[config.mk]
export PLATFORM = sky130hd
export DESIGN_NAME = shift_sequencer
export DESIGN_NICKNAME = d
export VERILOG_FILES = /design/src/rtl/shift_pkg.sv /design/src/rtl/shift_step.sv /design/src/rtl/shift_sequencer.sv
export SDC_FILE = /design/constraint.sdc
export NUM_CORES = 1
export LEC_CHECK = 0
export ABC_CLOCK_PERIOD_IN_PS = 2900
export CAP_MARGIN = 15
export CORE_MARGIN = 2
export CORE_UTILIZATION = 44
export CTS_CLUSTER_SIZE = 40
export DETAILED_ROUTE_END_ITERATION = 10
export HOLD_SLACK_MARGIN = 0.02
export PLACE_DENSITY = 0.64
export SETUP_SLACK_MARGIN = 0.5
export SLEW_MARGIN = 20
export SYNTH_ARGS = -nofsm -noshare
export SYNTH_HDL_FRONTEND = slang
export SYNTH_HIERARCHICAL = 1
export SYNTH_SLANG_ARGS = --single-unit
[constraint.sdc]
create_clock -name clk -period 2.9 [get_ports clk]
set_input_delay 0.87 -clock clk [delete_from_list [all_inputs] [get_ports clk]]
set_output_delay 0.87 -clock clk [all_outputs]
set_load 0.05 [all_outputs]
[src/rtl/shift_pkg.sv]
// Shared definitions for the multi-cycle shift sequencer: FSM encoding,
// per-step limit and the bit layout of the latched mode vector.
package shift_pkg;

  typedef enum logic [1:0] {
    ST_IDLE = 2'd0,
    ST_RUN  = 2'd1,
    ST_DONE = 2'd2
  } state_t;

  // Largest amount one shift_step pass can apply.
  localparam int STEP_MAX = 3;

  localparam int MODE_SHIFT = 0;
  localparam int MODE_ARITH = 1;
  localparam int MODE_LEFT  = 2;
  localparam int MODE_W     = 3;

  // Portion of the remaining amount to consume this cycle.
  function automatic logic [1:0] step_amount(input logic [31:0] remaining);
    if (remaining > 32'(STEP_MAX)) begin
      return 2'(STEP_MAX);
    end
    return remaining[1:0];
  endfunction

endpackage

[src/rtl/shift_step.sv]
// One combinational rotate/shift pass of 0..3 bit positions.
// Rotates use a doubled copy of the word; right shifts use a sign/zero extended copy.
module shift_step #(
  parameter int DATA_W = 4
) (
  input  logic [DATA_W-1:0] data,
  input  logic [1:0]        k,
  input  logic              left,
  input  logic              arith,
  input  logic              shift,
  output logic [DATA_W-1:0] data_out
);

  logic              fill;
  logic [2*DATA_W-1:0] dbl;
  logic [2*DATA_W-1:0] ext;
  logic [2*DATA_W-1:0] rot_l;
  logic [2*DATA_W-1:0] rot_r;
  logic [2*DATA_W-1:0] shr;

  // Vacated bits on a right shift take the sign only in arithmetic mode.
  assign fill  = arith & data[DATA_W-1];
  assign dbl   = {data, data};
  assign ext   = {{DATA_W{fill}}, data};
  assign rot_l = dbl << k;
  assign rot_r = dbl >> k;
  assign shr   = ext >> k;

  always_comb begin
    data_out = data;
    if (!shift) begin
      if (left) begin
        data_out = rot_l[2*DATA_W-1:DATA_W];
      end else begin
        data_out = rot_r[DATA_W-1:0];
      end
    end else if (left) begin
      data_out = data << k;
    end else begin
      data_out = shr[DATA_W-1:0];
    end
  end

endmodule

[src/rtl/shift_sequencer.sv]
// Multi-cycle shift engine: splits a large shift/rotate amount into steps of
// at most STEP_MAX and iterates one shift_step, with valid/ready on both sides.
module shift_sequencer
  import shift_pkg::*;
#(
  parameter int DATA_W = 4,
  parameter int AMT_W  = 4
) (
  input  logic              clk,
  input  logic              reset,
  input  logic              in_valid,
  output logic              in_ready,
  input  logic [DATA_W-1:0] in_data,
  input  logic [AMT_W-1:0]  in_amt,
  input  logic              in_left,
  input  logic              in_arith,
  input  logic              in_shift,
  output logic              out_valid,
  input  logic              out_ready,
  output logic [DATA_W-1:0] out_data,
  output logic              busy
);

  state_t              state_q, state_d;
  logic [DATA_W-1:0]   acc_q, acc_d;
  logic [AMT_W-1:0]    rem_q, rem_d;
  logic [MODE_W-1:0]   mode_q, mode_d;
  logic [DATA_W-1:0]   out_data_q, out_data_d;
  logic                out_valid_q, out_valid_d;

  logic [1:0]          step_k;
  logic [AMT_W-1:0]    rem_after;
  logic [DATA_W-1:0]   step_data;

  assign step_k    = step_amount(32'(rem_q));
  assign rem_after = rem_q - AMT_W'(step_k);

  shift_step #(
    .DATA_W (DATA_W)
  ) u_step (
    .data     (acc_q),
    .k        (step_k),
    .left     (mode_q[MODE_LEFT]),
    .arith    (mode_q[MODE_ARITH]),
    .shift    (mode_q[MODE_SHIFT]),
    .data_out (step_data)
  );

  always_comb begin
    state_d     = state_q;
    acc_d       = acc_q;
    rem_d       = rem_q;
    mode_d      = mode_q;
    out_data_d  = out_data_q;
    out_valid_d = out_valid_q;

    unique case (state_q)
      ST_IDLE: begin
        if (in_valid) begin
          acc_d             = in_data;
          rem_d             = in_amt;
          mode_d[MODE_LEFT]  = in_left;
          mode_d[MODE_ARITH] = in_arith;
          mode_d[MODE_SHIFT] = in_shift;
          state_d           = ST_RUN;
        end
      end
      ST_RUN: begin
        // A zero amount still spends this cycle and passes acc through (k=0).
        acc_d = step_data;
        rem_d = rem_after;
        if (rem_after == '0) begin
          out_data_d  = step_data;
          out_valid_d = 1'b1;
          state_d     = ST_DONE;
        end
      end
      ST_DONE: begin
        if (out_ready) begin
          out_valid_d = 1'b0;
          state_d     = ST_IDLE;
        end
      end
      default: begin
        out_valid_d = 1'b0;
        state_d     = ST_IDLE;
      end
    endcase
  end

  always_ff @(posedge clk or posedge reset) begin
    if (reset) begin
      state_q     <= ST_IDLE;
      acc_q       <= '0;
      rem_q       <= '0;
      mode_q      <= '0;
      out_data_q  <= '0;
      out_valid_q <= 1'b0;
    end else begin
      state_q     <= state_d;
      acc_q       <= acc_d;
      rem_q       <= rem_d;
      mode_q      <= mode_d;
      out_data_q  <= out_data_d;
      out_valid_q <= out_valid_d;
    end
  end

  assign in_ready  = (state_q == ST_IDLE);
  assign busy      = (state_q == ST_RUN) || (state_q == ST_DONE);
  assign out_valid = out_valid_q;
  assign out_data  = out_data_q;

  // The result flag and the DONE state must always travel together.
  always_ff @(posedge clk) begin
    if (!reset) begin
      assert (out_valid_q == (state_q == ST_DONE))
        else $error("out_valid out of step with DONE state");
    end
  end

endmodule
Word-level counts from Yosys, hierarchy flattened
Index checks and enable logic that the tools add are counted.

operators by class
  add/subtract/negate cells = 1
  magnitude comparators = 1
  eq/ne operators = 5
  shift operators = 4
  multiplexer cells = 17
  bitwise operators = 2
  reductions and logical operators = 9

operators by type and width
  operator              count
  $mux W4               5
  $pmux W4 S2           2
  $shr A8 B2 Y4         2
  $mux W2               5
  $shl A8 B2 Y8         1
  $ne A2 B2 Y1 const B  3
  $pmux W2 S3           1
  $reduce_and A2 Y1     3
  $reduce_and A3 Y1     2
  $gt A4 B2 Y1 const B  1
  $logic_not A4 Y1      1
  $shl A4 B2 Y4         1
  $sub A4 B2 Y4         1
  $mux W1               3
  $pmux W1 S3           1
  $eq A2 B1 Y1 const B  1
  $eq A2 B2 Y1 const B  1
  $logic_not A2 Y1      1
  $reduce_bool A2 Y1    1
  $and A1 B1 Y1         1
  $logic_or A1 B1 Y1    1
  $not A1 Y1            1

storage, ports and cells
  flip-flop bits (word level) = 18
  input bits = 15
  logic and storage cells = 45

Depth between registers and ports, before layout
Gate-level depths: netlist (run 1).

  word-level depth = 7
  gate-level depth with buffers = 9
  depth with buffers taken out = 7

Hierarchy
The synthesis (run 1) kept the hierarchy.

by module, submodules not included
  module           instances  cells an instance  area each (um2)
  shift_sequencer  1          88                 977.2
  shift_step       1          42                 319.1

Worst setup path before layout (run 1)
No wires, ideal clock.

  path type = register to register
  from = register rem_q[2]
  to = register out_data_q[0], in the netlist out_data[0]
  library setup time = 0.125 ns
  data arrival time = 1.963 ns
  slack = 0.812 ns
  stages on the path, launching flop included = 10
  path buffers = 2
  cells stage by stage = dfrtp_1 -> buf_6 -> nor2_1 -> or2_2 -> ha_1 -> xor2_2 -> a32oi_2 -> or2_1 -> buf_6 -> mux2_4

on the way
  cells in the longest elaborated chain, start to end = 6
  elaborated cells between the ends (all ways) = 13

ends and longest elaborated chain
  element                                                        line                    text
  start: declaration                                             shift_sequencer.sv:26   logic [AMT_W-1:0] rem_q, rem_d;
  start signal: assignment                                       shift_sequencer.sv:102  rem_q <= rem_d;
  $gt A4 B2 Y1                                                   shift_pkg.sv:21         if (remaining > 32'(STEP_MAX)) begin
  $mux W1                                                        shift_pkg.sv:21
  $mux W2                                                        shift_pkg.sv:24         return remaining[1:0];
  $sub A4 B2 Y4 (tied with other cells)                          shift_sequencer.sv:36   assign rem_after = rem_q - AMT_W'(step_k);
  $logic_not A4 Y1 (tied with other cells)                       shift_sequencer.sv:72   if (rem_after == '0) begin
  $reduce_and A2 Y1 (no line) / $mux W4 (equally long branches)  --
  end signal: assignment                                         shift_sequencer.sv:104  out_data_q <= out_data_d;
  end: declaration                                               shift_sequencer.sv:28   logic [DATA_W-1:0] out_data_q, out_data_d;

Several ways; a longest one is shown, not always the timed one.
A chain may end at the register's enable or synchronous reset.

Final worst setup path (run 1)
  from = register out_data_q[2], in the netlist out_data[2]
  to = output out_data[2]

RTL lines
  element           line                   text
  end: declaration  shift_sequencer.sv:20  output logic [DATA_W-1:0] out_data,

No word-level cell between the ends.

==> results_dict.tcl, run 1 <==
set metrics [dict create \
    fillers 257 \
    syn-num-nets 150 \
    clock.fmax_mhz 427 \
    viasPerCell 5.77 \
    synth_top_area_cell "dfrtp_1" \
    dr.pass1.iters 4 \
    crit_type "reg2out" \
    drive_above_1_share_pct 16.9 \
    seq_area_um2 452 \
    initial_utilization_pct 46.6 \
    htree_levels 1 \
    vias 1032 \
    post-route-period-util_pct 80.8 \
    slowest_stage "clkdlybuf4s50_1" \
    yosysWarningCount 6 \
    whs_ns 0.526 \
    crit_chain "clkdlybuf4s50_1" \
    die_h_um 58.3 \
    dieArea_um2 3400 \
    postRouteAntennaNets 0 \
    hpwl_mm 2.09 \
    netlist.area_leader.share_pct 34.7 \
    rsz0062_at_grt "false" \
    ir_worst_vdd_mv 0.753 \
    crit_family "buffers and inverters" \
    synth_edf_count 0 \
    synthMuxAreaShare_pct 18.9 \
    cts.clk_slew.worst_paths_ns 0.12 \
    setup_viol 0 \
    cts_tree "done" \
    synth_area_leaders "dfrtp_1 35%, mux2i_1 6.2%, mux2_4 5.8%, ha_1 4.8%, o21ai_0 3.9%" \
    synth_cell_types 44 \
    tightest_slew_ns 0.717 \
    cts_max_path_buffers 2 \
    syn-cell-area_um2 1300 \
    grt_pass1_vias 1077 \
    place.gp.congestion 0.805 \
    drv_slew 0 \
    critPathMaxStageDelay_ns 0.80 \
    synth_compound_area_share_pct 19.5 \
    clkSinkCount 18 \
    grt_pass1_wl_mm 4.95 \
    gr-total-overflow 0 \
    wl_per_cell_um 15.8 \
    cp-start-kind "register" \
    synthAdderAreaFrac_pct 4.83 \
    grt_max_degree 19 \
    finClkSkew_ns 0.00614 \
    cp.arrival_ns 1.47 \
    netlist_top_cells_count "18 x dfrtp_1, 10 x nand2_1, 10 x o21ai_0" \
    fin_nets 169 \
    power.density_nw_per_um2 1320 \
    core.rowCount 19 \
    synth_top_family_by_area "compound AO/OA/AOI/OAI gates" \
    required_ns 2.03 \
    grt_usage_pct 18.9 \
    area_growth_pct 18.4 \
    path_buf_inv 1 \
    finalHoldViolCount 0 \
    numPortBuffers 21 \
    core-area_um2 2780 \
    setup-tns-final_ns 0 \
    synth_xor_area_share_pct 1.25 \
    p_leak_nw 0.690 \
    cts_buffers 3 \
    clkLatencyLatePin_ns 0.30 \
    yosysMostFrequentCell "dfrtp_1" \
    status "finished, final reports clean" \
    avgSynthCellArea_um2 9.97 \
    min_path_type "reg2reg" \
    wirelength_mm 2.82 \
    die_width_um 58.3 \
    relSlewSlack_pct 52.1 \
    multi_input_area_um2 766 \
    synthFlopType "dfrtp_1" \
    cts_root_buf "clkbuf_4" \
    cts_setup_buffers 0 \
    ys_ff_latch 18 \
    antenna_found_initial 0 \
    crit_fanout 2 \
    synthCells 130 \
    drt_iter0_drc 19 \
    synth_simple_gate_area_share_pct 14.4 \
    worst_setup_path_end_kind "output port" \
    max_cap_viol_count 0 \
    layout_min_cycle_time_ns 2.34 \
    n_antenna_cell 0 \
    drc_errors 0 \
    ios 22 \
    yosysSeqAreaShare_pct 34.7 \
    async_flop_share_pct 100 \
]
state kept, by name, indices dropped and copies added, names as in the netlist:
register and cells:
state_q 2, acc_q 4, out_data 4, rem_q 4
out_valid 1, mode_q 3
kinds of logic after synthesis:
group	count (synthesis)
multiplexers	19
AND/OR/NAND/NOR	35
XOR/XNOR	1
buffers and inverters	15
adder cells (fa/ha/maj)	5
AO/OA/AOI/OAI	37
flip-flops	18
area by class of cell:
class                           instances  area share, %
Inverter                                7           1.71
Clock buffer                            4           2.36
Sequential cell                        18           29.4
Multi-Input combinational cell         97           49.9
Tap cell                               31           2.53
Timing Repair Buffer                   22           14.1
routing by layer:
layer  GRT usage (%)  up-vias  routed length [um]
met5               0        -                   0
met4            9.97        0                  75
met2            30.0       21                1390
met3            2.46        6                  84
met1            25.1      498                1270
li1                -      507                   -
power breakdown:
| group | internal, mW | total [mW] | leakage [nW] | switching (mW) |
|---|---|---|---|---|
| combinational | 0.610 | 1.31 | 0.446 | 0.703 |
| sequential | 0.370 | 0.546 | 0.223 | 0.176 |
| clock | 0.0766 | 0.164 | 0.0210 | 0.0870 |
repair_timing:
item	in CTS	in global routing
endpoints found under the setup margin	6	6
pin swaps	0	0
gates cloned	0	0
gates resized for setup	7	4
hold buffers	0	0
endpoints found under the hold margin	0	0
worst paths after layout:
kind	start	endpoint	slack, ns	cells after the start
max	out_data[2]	out_data[2]	0.56	1
min	out_data[0]	out_data[0]	0.53	1
max reg2reg	rem_q[2]	out_data[0]	0.67	4
min reg2reg	out_data[0]	out_data[0]	0.53	1
max in group asynchronous	reset	rem_q[2]	1.44	2
min in group asynchronous	reset	rem_q[0]	0.97	2
cells in the final DEF (no fill, tap or decap), drive strengths merged, types with 3 or more instances in the layout:
| cell | synthesis | final |
|---|---|---|
| a21oi | 8 | 8 |
| clkbuf | 2 | 4 |
| clkdlybuf4s50 | 0 | 18 |
| dfrtp | 18 | 18 |
| ha | 5 | 5 |
| inv | 7 | 7 |
| mux2 | 9 | 9 |
| mux2i | 8 | 8 |
| nand2 | 10 | 10 |
| nand2b | 3 | 3 |
| nor2 | 4 | 4 |
| nor2b | 6 | 6 |
| nor3 | 3 | 3 |
| o21ai | 11 | 11 |
| or2 | 3 | 3 |
through the flow:
| stage | cell area, um^2 | power [mW] | setup slack (ns) | util (%) | instances |
|---|---|---|---|---|---|
| finish | 1540 | 2.02 | 0.557 | 55.2 | 179 |
| global route | 1540 | 2.20 | 0.502 | 55.2 | 179 |
| CTS | 1540 | 2.03 | 0.534 | 55.2 | 179 |
| detailed placement | 1500 | 1.86 | 0.446 | 53.8 | 175 |
| global placement | 1500 | 1.82 | 0.472 | 53.8 | 175 |
| floorplan | 1300 | 1.61 | 0.812 | - | 130 |
Note: power is estimated with default switching activity, not from simulation.
==> run 2, diff against run 1 <==
--- a/config.mk
+++ b/config.mk
@@ -5,14 +5,14 @@
 export SDC_FILE = /design/constraint.sdc
 export NUM_CORES = 1
 export LEC_CHECK = 0
-export ABC_CLOCK_PERIOD_IN_PS = 2900
+export ABC_CLOCK_PERIOD_IN_PS = 2100
 export CAP_MARGIN = 15
 export CORE_MARGIN = 2
 export CORE_UTILIZATION = 44
 export CTS_CLUSTER_SIZE = 40
 export DETAILED_ROUTE_END_ITERATION = 10
 export HOLD_SLACK_MARGIN = 0.02
-export PLACE_DENSITY = 0.64
+export PLACE_DENSITY = 0.67
 export SETUP_SLACK_MARGIN = 0.5
 export SLEW_MARGIN = 20
 export SYNTH_ARGS = -nofsm -noshare
==> constraint.sdc (replaced) <==
create_clock -name clk -period 2.1 [get_ports clk]
set_input_delay 0.63 -clock clk [delete_from_list [all_inputs] [get_ports clk]]
set_output_delay 0.63 -clock clk [all_outputs]
set_load 0.05 [all_outputs]
==> run 2 against run 1 <==
  * Routed wire length rose by 16%
  * Utilization rose by 13 points
  * Setup slack got worse by 0.38 ns
  * Via count rose by 12%
  * Clock skew fell by 0.0015 ns
  * Power rose by 83%
  * Register-to-register slack got worse by 0.49 ns
  * Critical path type is now reg2reg
  * Critical endpoint is now out_data[3]
  * Highest routed layer unchanged
==> results_dict.tcl, run 2 (synthesized netlist as in run 1, its figures left out) <==
set metrics [dict create \
    power.density_nw_per_um2 1940 \
    finClkSkew_ns 0.00463 \
    final_cell_area_um2 1900 \
    cp-start-kind "register" \
    fin_nets 194 \
    rsz0062_at_grt "true" \
    crit_chain "nor2_4, or2_4, ha_4, and2b_2, a32oi_2, or2_4, mux2_4" \
    area_growth_pct 46.9 \
    crit_family "simple AND/OR/NAND/NOR gates" \
    layout_min_cycle_time_ns 1.92 \
    wirelength_mm 3.27 \
    vias 1153 \
    antenna_found_initial 0 \
    numPortBuffers 21 \
    cp.depth 7 \
    cts_buffers 3 \
    relSlewSlack_pct 76.7 \
    crit_type "reg2reg" \
    cts.clk_slew.worst_paths_ns 0.11 \
    tightest_slew_ns 0.350 \
    finalHoldViolCount 0 \
    cts_root_buf "clkbuf_4" \
    core.rowCount 19 \
    cts_tree "done" \
    crit_fanout 4 \
    cp.arrival_ns 2.11 \
    dieArea_um2 3400 \
    drc_errors 0 \
    gr-total-overflow 0 \
    grt_pass1_vias 1157 \
    worst_setup_path_end_kind "register" \
    die_width_um 58.3 \
    p_leak_nw 0.864 \
    mostFrequentLayoutCells "27 x buf_4, 16 x dfrtp_1, 13 x clkdlybuf4s50_1" \
    core-area_um2 2780 \
    max_cap_viol_count 0 \
    post-route-period-util_pct 91.6 \
    dr.pass1.iters 4 \
    reg2reg_depth 7 \
    n_antenna_cell 0 \
    grt_usage_pct 21.3 \
    grt_max_degree 19 \
    drv_slew 0 \
    drive_above_1_share_pct 44.5 \
    initial_utilization_pct 46.6 \
    htree_levels 1 \
    status "finished, final reports clean" \
    viasPerCell 5.65 \
    clkLatencyLatePin_ns 0.30 \
    ir_worst_vdd_mv 1.40 \
    die_h_um 58.3 \
    cts_max_path_buffers 2 \
    setup_viol 0 \
    setup-tns-final_ns 0 \
    hold-path-cell-count 1 \
    path_common_cell "or2_4" \
    grt_pass1_wl_mm 5.47 \
    clkSinkCount 18 \
    ios 22 \
    postRouteAntennaNets 0 \
    slowest_stage "dfrtp_2" \
    clock.fmax_mhz 520 \
    fillers 207 \
    hpwl_mm 2.19 \
    critPathMaxStageDelay_ns 0.42 \
    wl_per_cell_um 16.0 \
    final_common_cell "buf_4" \
    place_area_um2 1650 \
    place.gp.congestion 0.853 \
    drt_iter0_drc 36 \
    path_buf_inv 0 \
    required_ns 2.29 \
    min_path_type "reg2reg" \
]
-- run 2: power by group --
part	total [mW]	internal, mW	switching [mW]
logic	2.73	1.46	1.28
clock network	0.219	0.106	0.114
registers	0.742	0.514	0.228
-- run 2: worst paths after layout --
path	from	slack (ns)	to
max	rem_q[3]	0.18	out_data[3]
min	out_data[1]	0.52	out_data[1]
max reg2reg	rem_q[3]	0.18	out_data[3]
min reg2reg	out_data[1]	0.52	out_data[1]
max in group asynchronous	reset	1.24	rem_q[2]
min in group asynchronous	reset	0.63	out_valid
-- run 2: final cells by class --
type / instances / area, um^2 / share of cell area [%]
clock buffers: 4 / 36.3 / 1.91
inverters: 7 / 26.3 / 1.38
multi-input cells: 97 / 911 / 47.8
flip-flops and latches: 18 / 453 / 23.8
well taps: 31 / 38.8 / 2.04
repair buffers: 47 / 439 / 23.1
-- run 2: through the flow --
step / hold slack (ns) / instances / setup WS [ns] / utilization [%] / power, mW
4_1_cts: 0.528 / 201 / 0.208 / 66.4 / 3.55
2_1_floorplan: 0.505 / 130 / 0.129 / - / 2.44
6_report: 0.525 / 204 / 0.177 / 68.5 / 3.69
3_3_place_gp: 0.496 / 183 / 0.0792 / 59.3 / 2.93
5_1_grt: 0.555 / 204 / 0.0974 / 68.5 / 3.95
3_5_place_dp: 0.494 / 183 / 0.0731 / 59.3 / 2.98
-- run 2: layer usage --
metal | wire length [um] | up-vias | part of all wire, % | global-route usage, %
li1 | - | 560 | - | -
met1 | 1490 | 567 | 46 | 27.5
met2 | 1640 | 17 | 50 | 35.8
met3 | 68 | 9 | 2.1 | 3.35
met4 | 68 | 0 | 2.1 | 7.64
met5 | 0 | - | 0 | 0
-- run 2: what timing repair did --
item / in CTS / in global routing
pin swaps: 12 / 9
resized for setup: 17 / 10
buffers inserted: 14 / 3
hold buffers: 0 / 0
endpoints found under the setup margin: 14 / 17
